### config.mk
export PLATFORM = sky130hd
export DESIGN_NAME = vip_rgb888_raw8
export DESIGN_NICKNAME = d
export VERILOG_FILES = /design/src/rtl/vip_rgb888_raw8.sv
export SDC_FILE = /design/constraint.sdc
export NUM_CORES = 1
export LEC_CHECK = 0
export CAP_MARGIN = 20
export CORE_MARGIN = 5
export CORE_UTILIZATION = 35
export DETAILED_ROUTE_END_ITERATION = 16
export GPL_TIMING_DRIVEN = 0
export SYNTH_ARGS = -nofsm -noshare
export SYNTH_HDL_FRONTEND = slang
export SYNTH_SLANG_ARGS = --single-unit
### constraint.sdc
create_clock -name clk -period 1.5 [get_ports clk]
set_input_delay 0.225 -clock clk [delete_from_list [all_inputs] [get_ports clk]]
set_output_delay 0.225 -clock clk [all_outputs]
set_load 0.01 [all_outputs]
### src/rtl/vip_rgb888_raw8.sv
// ---------------------------------------------------------------------------
// vip_rgb888_raw8
// Turns an RGB888 video stream into an 8-bit Bayer mosaic stream. Each
// accepted pixel is reduced to one colour byte, picked from its row/column
// parity and the configured Bayer phase. Sync and strobe signals are delayed
// by one clock so they stay aligned with the sample.
// The block also counts pixels per line and lines per frame. A one-cycle
// error pulse reports any line or frame whose size differs from the
// configured geometry.
// ---------------------------------------------------------------------------
module vip_rgb888_raw8 #(
   parameter int IMG_HDISP     = 640,
   parameter int IMG_VDISP     = 480,
   parameter int BAYER_PATTERN = 0
) (
   input  logic        clk,
   input  logic        rst,
   input  logic        per_frame_vsync,
   input  logic        per_frame_href,
   input  logic        per_frame_clken,
   input  logic [23:0] per_img_rgb888,
   output logic        post_frame_vsync,
   output logic        post_frame_href,
   output logic        post_frame_clken,
   output logic [7:0]  post_img_RAW,
   output logic        line_len_err,
   output logic        frame_len_err
);

   // Geometry and Bayer phase narrowed to the counter / parity widths.
   localparam logic [11:0] LP_HDISP   = 12'(IMG_HDISP);
   localparam logic [11:0] LP_VDISP   = 12'(IMG_VDISP);
   localparam logic [11:0] LP_CNT_MAX = 12'hFFF;
   localparam logic [1:0]  LP_PAT     = 2'(BAYER_PATTERN);

   // Previous-cycle copies of the sync inputs, used for edge detection.
   logic        r_vsync_d;
   logic        r_href_d;

   // Position of the next accepted pixel inside the frame.
   logic [11:0] r_col;
   logic [11:0] r_row;

   // Set once a frame start has been seen. Until then, size checks are
   // meaningless.
   logic        r_armed;

   // Registered outputs.
   logic        r_post_vsync;
   logic        r_post_href;
   logic        r_post_clken;
   logic [7:0]  r_post_raw;
   logic        r_line_err;
   logic        r_frame_err;

   // Combinational helpers.
   logic        w_pix_accept;
   logic        w_vsync_rise;
   logic        w_href_fall;
   logic        w_row_par;
   logic        w_col_par;
   logic [7:0]  w_lane [3];
   logic [7:0]  w_raw_sel;

   // A pixel counts only when the strobe falls inside an active line.
   assign w_pix_accept = per_frame_clken & per_frame_href;

   // Frame start and line end are both taken from the live input against
   // its registered copy.
   assign w_vsync_rise = per_frame_vsync & ~r_vsync_d;
   assign w_href_fall  = r_href_d & ~per_frame_href;

   // The Bayer phase flips the parity of the row and/or column. After that,
   // the R/G/B choice is the same for every pattern.
   assign w_row_par = r_row[0] ^ LP_PAT[1];
   assign w_col_par = r_col[0] ^ LP_PAT[0];

   // Split the input word into its byte lanes: 0 = B, 1 = G, 2 = R.
   genvar gi;
   generate
      for (gi = 0; gi < 3; gi++) begin : g_lane
         assign w_lane[gi] = per_img_rgb888[gi*8 +: 8];
      end
   endgenerate

   // Pick the colour for the current mosaic site. Even/even is red,
   // odd/odd is blue, and the two mixed sites are green.
   always_comb begin
      w_raw_sel = w_lane[1];
      case ({w_row_par, w_col_par})
         2'b00:   w_raw_sel = w_lane[2];
         2'b11:   w_raw_sel = w_lane[0];
         default: w_raw_sel = w_lane[1];
      endcase
   end

   // Keep last-cycle copies of vsync and href for edge detection.
   always_ff @(posedge clk) begin
      if (rst) begin
         r_vsync_d <= 1'b0;
         r_href_d  <= 1'b0;
      end else begin
         r_vsync_d <= per_frame_vsync;
         r_href_d  <= per_frame_href;
      end
   end

   // Column counter. It restarts at each line end and each frame start, and
   // saturates instead of wrapping.
   always_ff @(posedge clk) begin
      if (rst) begin
         r_col <= 12'd0;
      end else if (w_vsync_rise || w_href_fall) begin
         r_col <= 12'd0;
      end else if (w_pix_accept && (r_col != LP_CNT_MAX)) begin
         r_col <= r_col + 12'd1;
      end
   end

   // Row counter. It advances on each line end, restarts at frame start and
   // saturates. Frame start wins if both events land in the same cycle.
   always_ff @(posedge clk) begin
      if (rst) begin
         r_row <= 12'd0;
      end else if (w_vsync_rise) begin
         r_row <= 12'd0;
      end else if (w_href_fall && (r_row != LP_CNT_MAX)) begin
         r_row <= r_row + 12'd1;
      end
   end

   // Arm the size checks on the first frame start after reset.
   always_ff @(posedge clk) begin
      if (rst) begin
         r_armed <= 1'b0;
      end else if (w_vsync_rise) begin
         r_armed <= 1'b1;
      end
   end

   // Line-length check, one cycle after href falls. It is skipped when a
   // frame start lands on the same cycle, since that restart already
   // discards the line.
   always_ff @(posedge clk) begin
      if (rst) begin
         r_line_err <= 1'b0;
      end else begin
         r_line_err <= r_armed & w_href_fall & ~w_vsync_rise &
                       (r_col != LP_HDISP);
      end
   end

   // Frame-length check, one cycle after vsync rises. It uses the row count
   // as it stood before any coincident line end. r_armed is still clear on
   // the first frame start, so that start never reports.
   always_ff @(posedge clk) begin
      if (rst) begin
         r_frame_err <= 1'b0;
      end else begin
         r_frame_err <= r_armed & w_vsync_rise & (r_row != LP_VDISP);
      end
   end

   // Sync/strobe pipeline stage. It is one clock deep, matching the sample
   // path.
   always_ff @(posedge clk) begin
      if (rst) begin
         r_post_vsync <= 1'b0;
         r_post_href  <= 1'b0;
         r_post_clken <= 1'b0;
      end else begin
         r_post_vsync <= per_frame_vsync;
         r_post_href  <= per_frame_href;
         r_post_clken <= w_pix_accept;
      end
   end

   // Sample register. It loads only on accepted pixels and otherwise holds
   // the last mosaic byte.
   always_ff @(posedge clk) begin
      if (rst) begin
         r_post_raw <= 8'h00;
      end else if (w_pix_accept) begin
         r_post_raw <= w_raw_sel;
      end
   end

   assign post_frame_vsync = r_post_vsync;
   assign post_frame_href  = r_post_href;
   assign post_frame_clken = r_post_clken;
   assign post_img_RAW     = r_post_raw;
   assign line_len_err     = r_line_err;
   assign frame_len_err    = r_frame_err;

endmodule

# Yosys cells after proc, flatten, opt, wreduce, memory -nomap -nowiden
# Index checks and enable logic that the tools add are counted.
# W data, S select, Z words.
# classes
eq_ne,5
bitwise_logic,11
n_mux,1
n_reduce_logical,6
add_sub_neg,2
# op_table
operator,n
$add A12 B1 Y12 const B,2
$ne A12 B12 Y1 const B,2
$pmux W8 S2,1
$ne A12 B10 Y1 const B,1
$ne A12 B9 Y1 const B,1
$and A1 B1 Y1,8
$reduce_or A2 Y1,2
$not A1 Y1,3
$eq A2 B2 Y1 const B,1
$logic_and A1 B1 Y1,2
$logic_not A2 Y1,1
$logic_or A1 B1 Y1,1
# word_totals
input_bits,29
output_inout_bits,13
word_cells,34
ff_bits,38

# Logic depth before layout (Yosys ltp)
# depth
word_depth,5
mapped_depth,7
ltp_nobuf,6

# Worst setup path after synthesis
# No wires, ideal clock.
# synth_path
path_type,register -> register
start,register r_row[0]
end,register r_row[0]
t_arrival_ns,1.489
setup_ns,0.128
required_ns,1.372
setup_slack_ns,-0.116
stages_incl_launch_ff,7
synth_period_minus_slack_ns,1.616
path_buffers,1
path_cell_list,dfxtp_1 ha_1 nand2_1 o41ai_4 buf_4 xnor2_1 nor2_1
# synth_between
elab_chain_cells,2
elab_cells_between_ends,3
cone_classes,1 x add/sub; 1 x eq/ne; 1 x reduce/logical
# synth_lines
element,line,source
from (decl),42,logic [11:0] r_row;
from (signal assigned),128,r_row <= r_row + 12'd1;
"parallel branches: the longest is 2 deep, another holds $add A12 B1 Y12",n/a,
# Several ways; the timed one is not identified.
# A chain may end at the register's enable or synchronous reset.

# Worst setup path after layout
# layout_path
start,register r_col[6]
end,register r_col[9]
# layout_between
elab_chain_cells,2
elab_cells_between_ends,3
cone_classes,1 x add/sub; 1 x eq/ne; 1 x reduce/logical
# layout_lines
element,line,source
from (decl),41,logic [11:0] r_col;
from (signal assigned),116,r_col <= r_col + 12'd1;
"parallel branches: the longest is 2 deep, another holds $add A12 B1 Y12",n/a,
# Several ways; the timed one is not identified.

==> results by group <==
Cells and area
  • Commonest non-fill, non-tap cell in the layout: clkdlybuf4s50_1
  • Most frequent cells in the layout: clkdlybuf4s50_1 (39), nor2_1 (20), dfxtp_1 (20), buf_4 (20), a21oi_1 (18)
  • Area of the multi-input gates: 0.00127 mm^2
  • Fill count: 495
  • Area Overhead vs Synth: 51.1%
  • Ratio of cells with drive above 1 in the final layout: 28.0%
  • Storage element area: 808 um^2
  • Post-route cell area: 0.00287 mm^2
  • N_diodes: 0
  • Fin nets: 323

Placed design
  • Routability cong.: 0.817
  • Pre-CTS setup slack: -0.500 ns
  • Port bufs: 41
  • Hpwl dp: 3440 um
  • DP Area: 0.00241 mm^2

STA
  • Unrepaired setup endpoints after global routing: true
  • Max Clk Rate: 654 MHz
  • Worst-Margin Slew: 0.643 ns
  • Final setup violating endpoints: 3
  • Clk_skew: 0.00330 ns
  • Max-slew headroom: 56.8%
  • Tcrit/Tclk final: 102%
  • Final setup TNS: -0.0414 ns
  • Final Max Tran Viols: 0
  • Setup ws final: -0.0291 ns
  • Post-route minimum period: 1.53 ns
  • Hold Fails Final Rpt: 0

Synth
  • Ys Warns: 0
  • Post-synth top area cell: dfxtp_1
  • Gate Count Post-Synth: 225
  • Mapped cell area: 0.00190 mm^2
  • Commonest register cell after synthesis: dfxtp_1
  • Seq cells post-synth: 38
  • Share of the synthesized area in the top cell type: 40.1%
  • Total nets after synthesis: 260
  • Top cells by area, synth: dfxtp_1 (40%), a21oi_1 (5.0%), nor2_1 (4.2%), ha_1 (4.0%), nor2b_1 (4.0%)
  • Seq/Total Area, Yosys: 40.1%
  • Yosys cell types: 41
  • Ys async rst share: 0%
  • Mapped Avg Cell Area: 8.44 um^2
  • Number of flops mapped to enable cells by yosys: 0

CTS
  • Worst-Skew Late Latency: 0.29 ns
  • CTS tree: yes
  • CTS clk-pin slew, worst paths: 0.07 ns
  • H-tree depth: 2
  • Hold buffer count at cts: 0
  • Worst-case clock buffer depth: 2
  • Clock Tree Root: clkbuf_8
  • Clock Sinks: 38
  • CTS Buf Count: 5

Pwr
  • Pwr/cell area: 719 mW/mm^2
  • Peak VDD IR: 0.422 mV
  • Static leakage: 0.990 nW

Critical path
  • Worst EP arrival: 1.75 ns
  • CP required: 1.72 ns
  • Worst-path fanout max: 5
  • Critical Path Start Type: flop
  • CP Class: flop to flop
  • Reg-to-reg startpoint: r_col[6]
  • Critical Path End Type: flop
  • Critical Path Start: r_col[6]

Run status
  • Failing checks: setup timing
  • Status: finished, violations left

Global route
  • Initial antenna violation count: 0
  • Global-route wire length before repair: 8400 um
  • Total global-route track usage: 14.7%
  • Largest net degree at the start of global routing: 12
  • Vias in the first global route: 1837
  • Aggregate global routing overflow: 0

Route
  • Antenna Nets Post-Route: 0
  • TritonRoute pass-1 iters: 4
  • Wirelength per Cell: 14.2 um
  • First-iteration detailed-routing DRC count: 72
  • Avg Vias per Cell: 5.34
  • Drt drc: 0
  • WL final: 5090 um
  • DR vias: 1918

Floorplan
  • Die ar.: 0.00700 mm^2
  • Row Count: 26
  • Die height: 83.7 um
  • Core area: 0.00520 mm^2
  • # IOs: 42
  • Die Span X: 83.7 um
  • Initial Utilization: 36.5%

Flow run
  • Max-cap viol count: 0

Min path
  • Worst Hold Class: primary input to flop
  • Critical hold path startpoint: per_frame_href
==> registers in the layout, indices dropped and copies added, names as in the netlist <==
name,cells
post_frame_href,1
post_frame_clken,1
r_col,12
post_img_RAW,8
post_frame_vsync,1
frame_len_err,1
r_armed,1
line_len_err,1
r_row,12
==> through the flow <==
stage	total power, mW	hold slack [ns]	std cells	util [%]
floorplan	1.19	0.297	225	-
global placement	1.34	0.467	336	46.3
detailed placement	1.34	0.479	336	46.3
CTS	2.11	0.438	360	54.0
global route	2.17	0.475	359	55.1
finish	2.06	0.463	359	55.1
==> kinds of logic (layout without fill, tap and decap cells) <==
| logic type | after synthesis | count (layout) | synth area share, % |
|---|---|---|---|
| buffers and inverters | 17 | 81 | 3.76 |
| AOI/OAI and AO/OA | 54 | 54 | 19.6 |
| and+or+nand+nor | 106 | 106 | 30.8 |
| DFF | 38 | 38 | 40.1 |
| xor gates and xnor gates | 4 | 4 | 1.84 |
| adders and majority gates | 6 | 6 | 3.95 |
==> routing by layer <==
metal	global-route usage (%)	routed length [um]
met3	4.05	265
met1	18.2	2370
met4	7.16	116
met2	23.4	2330
met5	0	0
==> power by group <==
group          total [mW]  switching, mW  internal [mW]
Clock               0.731          0.360          0.371
Combinational       0.302          0.133          0.169
Sequential           1.03         0.0164           1.01
Total                2.06          0.509           1.55
==> worst max-delay path, stage by stage, from the launching register on <==
cell,delay [ns]
dfxtp_4,0.37
nand3_2,0.09
or3_4,0.39
or4_1,0.47
a21oi_1,0.13
==> worst paths after layout <==
check	to	slack, ns	cells after the start
setup / recovery	r_col[9]	-0.03	4
hold / removal	post_frame_href	0.46	2
setup reg to reg	r_col[9]	-0.03	4
hold reg to reg	post_img_RAW[4]	0.49	2
==> synth_stat cells, types with 3 or more instances <==
cell type / number
ha_1: 6
nor3_1: 14
nor2_1: 21
or4_1: 4
nand2_1: 10
nand4_1: 6
o31ai_1: 4
or3_1: 7
nand3_1: 12
nor2b_1: 12
o21ai_0: 11
clkbuf_1: 7
a21oi_1: 19
and3_1: 3
nor4_1: 4
a221oi_1: 8
dfxtp_1: 38
inv_1: 8
==> final cells by class <==
type,count,area share [%]
Tap cell,70,3.05
Inverter,8,1.05
Buffer,4,0.785
Multi-Input combinational cell,170,44.3
Sequential cell,38,28.2
Clock inverter,1,0.174
Clock buffer,7,3.01
Timing Repair Buffer,61,19.4
==> timing repair <==
| item | in CTS | in global routing |
|---|---|---|
| pin swaps | 14 | 9 |
| gates resized for setup | 46 | 26 |
| setup endpoints to repair | 28 | 29 |
| setup buffers | 19 | 1 |
Power figures use the tool's default switching activity.
